`config.mk`:
```
export PLATFORM = sky130hd
export DESIGN_NAME = vga_timing_ctrl
export DESIGN_NICKNAME = d
export VERILOG_FILES = /design/src/rtl/vga_timing_ctrl.sv
export SDC_FILE = /design/constraint.sdc
export NUM_CORES = 1
export LEC_CHECK = 0
export BUFFER_PORTS_ARGS = -buffer_cell sky130_fd_sc_hd__buf_2
export CAP_MARGIN = 25
export CORE_MARGIN = 2
export CORE_UTILIZATION = 59
export CTS_BUF_LIST = sky130_fd_sc_hd__clkbuf_8
export DETAILED_ROUTE_END_ITERATION = 6
export PLACE_DENSITY_LB_ADDON = 0.3
export SKIP_CTS_REPAIR_TIMING = 1
export SYNTH_ARGS = -nofsm -noshare
export SYNTH_HDL_FRONTEND = slang
export SYNTH_SLANG_ARGS = --single-unit
```
`constraint.sdc`:
```
create_clock -name clk -period 4.1 [get_ports clk]
set_clock_uncertainty 0.2 [all_clocks]
set_input_delay 0.41 -clock clk [delete_from_list [all_inputs] [get_ports clk]]
set_output_delay 0.41 -clock clk [all_outputs]
set_load 0.05 [all_outputs]
```
`src/rtl/vga_timing_ctrl.sv`:
```
// Raster timing controller for a VGA pixel path (640x480@60 by default).
// Owns the horizontal/vertical position counters. Decodes sync, blanking and
// start strobes one clock ahead, so every registered output changes on the
// same edge as the counts it describes.
module vga_timing_ctrl #(
  parameter int   H_ACTIVE = 640,
  parameter int   H_FP     = 16,
  parameter int   H_SYNC   = 96,
  parameter int   H_BP     = 48,   // H_TOTAL must not exceed 1024
  parameter int   V_ACTIVE = 480,
  parameter int   V_FP     = 10,
  parameter int   V_SYNC   = 2,
  parameter int   V_BP     = 33,   // V_TOTAL must not exceed 1024
  parameter logic SYNC_POL = 1'b0  // active level of hsync/vsync
) (
  input  logic       clk,
  input  logic       rst_n,
  input  logic       pix_en,
  output logic [9:0] h_count,
  output logic [9:0] v_count,
  output logic       enable_v,
  output logic       hsync,
  output logic       vsync,
  output logic       video_on,
  output logic       line_start,
  output logic       frame_start
);

  localparam int H_TOTAL = H_ACTIVE + H_FP + H_SYNC + H_BP;
  localparam int V_TOTAL = V_ACTIVE + V_FP + V_SYNC + V_BP;

  localparam logic [9:0] H_LAST     = 10'(H_TOTAL - 1);
  localparam logic [9:0] H_FP_START = 10'(H_ACTIVE);
  localparam logic [9:0] H_SY_START = 10'(H_ACTIVE + H_FP);
  localparam logic [9:0] H_BP_START = 10'(H_ACTIVE + H_FP + H_SYNC);
  localparam logic [9:0] V_LAST     = 10'(V_TOTAL - 1);
  localparam logic [9:0] V_FP_START = 10'(V_ACTIVE);
  localparam logic [9:0] V_SY_START = 10'(V_ACTIVE + V_FP);
  localparam logic [9:0] V_BP_START = 10'(V_ACTIVE + V_FP + V_SYNC);

  // One phase type serves both axes: active, front porch, sync, back porch.
  typedef enum logic [1:0] {PH_ACT, PH_FP, PH_SYNC, PH_BP} phase_e;

  logic [9:0] h_count_q, h_count_d;
  logic [9:0] v_count_q, v_count_d;
  phase_e     h_phase_q, h_phase_d;
  phase_e     v_phase_q, v_phase_d;
  logic       hsync_q, hsync_d;
  logic       vsync_q, vsync_d;
  logic       video_on_q, video_on_d;
  logic       line_start_q, line_start_d;
  logic       frame_start_q, frame_start_d;

  logic h_wrap, v_wrap, line_adv;

  // Phase changes only on the entry counts; in between the phase holds.
  function automatic phase_e next_phase(input phase_e     cur,
                                        input logic [9:0] cnt,
                                        input logic [9:0] fp_start,
                                        input logic [9:0] sy_start,
                                        input logic [9:0] bp_start);
    next_phase = cur;
    if (cnt == 10'd0)         next_phase = PH_ACT;
    else if (cnt == fp_start) next_phase = PH_FP;
    else if (cnt == sy_start) next_phase = PH_SYNC;
    else if (cnt == bp_start) next_phase = PH_BP;
  endfunction

  assign h_wrap   = (h_count_q == H_LAST);
  assign v_wrap   = (v_count_q == V_LAST);
  assign line_adv = pix_en & h_wrap;
  assign enable_v = rst_n & line_adv;

  // Next pixel position: h steps on every pixel tick, v steps when h wraps.
  always_comb begin
    // NOTE: every combinational output gets a default first so no path can infer a latch.
    h_count_d = h_count_q;
    v_count_d = v_count_q;
    if (pix_en) h_count_d = h_wrap ? 10'd0 : h_count_q + 10'd1;
    if (line_adv) v_count_d = v_wrap ? 10'd0 : v_count_q + 10'd1;
  end

  // Phases and output decode are taken from the next counts so they land with them.
  always_comb begin
    h_phase_d     = next_phase(h_phase_q, h_count_d, H_FP_START, H_SY_START, H_BP_START);
    v_phase_d     = next_phase(v_phase_q, v_count_d, V_FP_START, V_SY_START, V_BP_START);
    hsync_d       = (h_phase_d == PH_SYNC) ? SYNC_POL : ~SYNC_POL;
    vsync_d       = (v_phase_d == PH_SYNC) ? SYNC_POL : ~SYNC_POL;
    video_on_d    = (h_phase_d == PH_ACT) && (v_phase_d == PH_ACT);
    // Strobes are single-clock: they clear on the next clk even without a pixel tick.
    line_start_d  = line_adv;
    frame_start_d = line_adv & v_wrap;
  end

  // State register; reset parks the raster on the last pixel of the frame.
  // NOTE: asynchronous reset lives in the sensitivity list; state uses non-blocking
  // assignments so all flops sample the pre-edge values together.
  always_ff @(posedge clk or negedge rst_n) begin
    if (!rst_n) begin
      h_count_q     <= H_LAST;
      v_count_q     <= V_LAST;
      h_phase_q     <= PH_BP;
      v_phase_q     <= PH_BP;
      hsync_q       <= ~SYNC_POL;
      vsync_q       <= ~SYNC_POL;
      video_on_q    <= 1'b0;
      line_start_q  <= 1'b0;
      frame_start_q <= 1'b0;
    end else begin
      h_count_q     <= h_count_d;
      v_count_q     <= v_count_d;
      h_phase_q     <= h_phase_d;
      v_phase_q     <= v_phase_d;
      hsync_q       <= hsync_d;
      vsync_q       <= vsync_d;
      video_on_q    <= video_on_d;
      line_start_q  <= line_start_d;
      frame_start_q <= frame_start_d;
    end
  end

  assign h_count     = h_count_q;
  assign v_count     = v_count_q;
  assign hsync       = hsync_q;
  assign vsync       = vsync_q;
  assign video_on    = video_on_q;
  assign line_start  = line_start_q;
  assign frame_start = frame_start_q;

endmodule
```
==> results.py <==
metrics = {
    "yosys": {
        "synth.area.top_cells": "dfstp_2 (22%), dfrtp_1 (17%), xnor2_1 (5.1%)",
        "syn-num-nets": 190,
        "syn_area_per_cell_um2": 10.2,
        "ys_ff_latch": 29,
        "ys_warn_count": 0,
        "ys.flop_type": "dfstp_2",
        "synth_top_cell_area_share_pct": 22.3,
        "yosysSeqAreaShare_pct": 39.6,
        "syn_inst": 184,
        "netlist_area_um2": 1880,
        "synth-edff-count": 0,
        "yosysUniqueCellTypes": 62,
        "synth_top_area_cell": "dfstp_2",
        "async_flop_share_pct": 100,
    },
    "cts": {
        "root_buffer": "clkbuf_8",
        "clk_pin_slew_worst_paths_ps": 60,
        "cts.sinks": 29,
        "clkLatencyLatePin_ps": 290,
        "clockBufferDepth": 2,
        "htree_levels": 2,
        "cts_buffers": 5,
        "cts_tree": "yes",
    },
    "grt": {
        "grt_pass1_vias": 1402,
        "grt_max_degree": 31,
        "antenna_found_initial": 0,
        "grt_use_total_pct": 25.7,
        "globalRouteOverflowTotal": 0,
        "grt_pass1_wl_um": 6760,
    },
    "routing": {
        "vias_per_cell": 5.87,
        "ant_nets": 0,
        "wl_per_cell_um": 15.4,
        "first_pass_iters": 4,
        "vias": 1502,
        "wl_um": 3940,
        "drtIter0Drc": 65,
        "drc": 0,
    },
    "placement": {
        "numPortBuffers": 28,
        "globalplace.congestion": 0.979,
        "post-dp-hpwl_um": 2810,
        "dp_slack_ps": 739,
        "place_inst": 247,
        "placed_area_um2": 1990,
    },
    "worst_setup_path": {
        "r2r_end": "video_on$_DFF_PN0_",
        "cp.required_ps": 4100,
        "critPathLaunch": "h_count[0]$_DFF_PN1_",
        "cpPeakStageDelay_ps": 610,
        "crit_family": "simple AND/OR/NAND/NOR gates",
        "slowest_stage": "or4_4",
        "crit_end": "video_on$_DFF_PN0_",
        "crit_type": "flop to flop",
        "crit_fanout": 12,
        "reg2reg_from": "h_count[0]$_DFF_PN1_",
        "cp.depth": 9,
        "critical_path_arrival_ps": 3390,
        "setup.worst_path.start_class": "flop",
        "cp_num_buf_inv": 1,
        "worstRegToRegCells": 9,
        "cp-end-kind": "flop",
        "reg2reg_slack_ps": 700,
        "crit_chain": "ha_1 > nand2_4 > or4_4 > a22oi_1 > inv_2 > nor4_4 > and4_1 > a211oi_2 > nor4_2",
    },
    "sta": {
        "slew_violations": 0,
        "setup_ws_ps": 701,
        "rsz0062_at_grt": "no",
        "setup_viol_count_final": 0,
        "setup_tns_ps": 0,
        "tightest_slew_ps": 652,
        "hold_violations": 0,
        "fin_crit_ps": 3400,
        "whs_ps": 273,
        "fmax_mhz": 294,
        "max_slew_margin_pct": 56.5,
        "min_period_over_period_pct": 82.9,
    },
    "final_layout": {
        "syn_to_final_growth_pct": 12.6,
        "fin_cells": 256,
        "post-route-util_pct": 69.5,
        "layout.nets": 217,
        "drive_gt1_share_pct": 35.4,
        "antennaDiodeCount": 0,
        "finalInstanceArea_um2": 2120,
        "mostFrequentLayoutCells": "buf_2 (28), dfstp_2 (16), dfrtp_1 (13)",
        "final_common_cell": "buf_2",
    },
    "power": {
        "combPwrFrac_pct": 30.0,
        "clockPowerShare_pct": 29.6,
        "p_leak_nw": 0.928,
        "p_sw_share_pct": 39.1,
        "p_switching_uw": 402,
        "pwr-share-seq_pct": 40.4,
        "p_total_mw": 1.03,
        "ir_worst_vdd_mv": 0.236,
        "p_int_uw": 626,
        "power.density_nw_per_um2": 484,
    },
    "floorplan": {
        "die_h_um": 60.5,
        "dieWidth_um": 60.5,
        "num_io_pins": 29,
        "die_area_um2": 3660,
        "core_area_um2": 3050,
        "rows": 20,
        "start_util_pct": 61.7,
    },
    "status": {
        "status": "finished, final reports clean",
    },
    "min_path": {
        "holdPathStages": 3,
        "min_from": "pix_en",
        "hp-class": "input port to flop",
    },
    "run": {
        "cap_violations": 0,
    },
}
cells in the mapped netlist, drive strengths merged, types with 3 or more instances:
cell / count
a21oi: 11
a22oi: 3
a31oi: 3
and2: 4
and3: 5
buf: 3
clkbuf: 5
dfrtp: 13
dfstp: 16
ha: 3
inv: 7
nand2: 12
nand2b: 3
nand3: 11
nand4: 3
nor2: 12
nor3: 10
nor4: 8
o21ai: 7
xnor2: 11
xor2: 6
worst min-delay path, delay by kind of cell:
kind,cells,cell delay (ps)
and+or+nand+nor,1,90
xor gates and xnor gates,1,80
buffers and inverters,1,170
power groups by stage:
| stage | clock network [mW] | registers (mW) | logic [mW] |
|---|---|---|---|
| 2_1_floorplan | 0 | 0.508 | 0.154 |
| 3_5_place_dp | 0 | 0.416 | 0.305 |
| 6_report | 0.304 | 0.415 | 0.308 |
| 3_3_place_gp | 0 | 0.408 | 0.299 |
| 4_1_cts | 0.309 | 0.413 | 0.308 |
| 5_1_grt | 0.323 | 0.424 | 0.337 |
logic make-up (layout without fill, tap and decap cells):
kind of cell               Yosys count  in the layout  share of synthesized area [%]
muxes                                1              1                          0.532
buffers and inverters               17             45                           6.05
adders and majority gates            3              3                           1.99
DFF                                 29             29                           39.6
AOI/OAI and AO/OA                   38             38                           16.1
and+or+nand+nor                     79             79                           27.8
xor gates and xnor gates            17             17                           7.91
state kept, by name (all words and copies together) (netlist names):
signal       flops
v_count         10
video_on         1
v_phase_q        2
hsync            1
h_count         10
frame_start      1
vsync            1
h_phase_q        2
line_start       1
worst min path at each step:
stage / endpoint / slack [ps]
after CTS: h_count[5]$_DFF_PN0_ / -30
after detailed placement: frame_start$_DFF_PN0_ / 270
final: h_count[2]$_DFF_PN1_ / 270
after global placement: frame_start$_DFF_PN0_ / 250
after global routing: h_count[0]$_DFF_PN1_ / 300
after floorplan: frame_start$_DFF_PN0_ / -90
routing by layer:
layer / up-vias / GRT usage, % / share of wire, %
li1: 725 / - / -
met1: 726 / 34.0 / 44
met2: 42 / 40.4 / 49
met3: 9 / 7.89 / 5.4
met4: 0 / 8.70 / 1.7
met5: - / 0 / 0
final cells by class:
type / count / area (um^2)
inverter: 8 / 30.0
clock inverter: 2 / 33.8
multi-input combinational: 138 / 1020
timing repair buffer: 29 / 150
fill: 246 / 932
clock buffer: 6 / 82.6
sequential: 29 / 746
tap: 44 / 55.1
(Power assumes the default switching activity.)
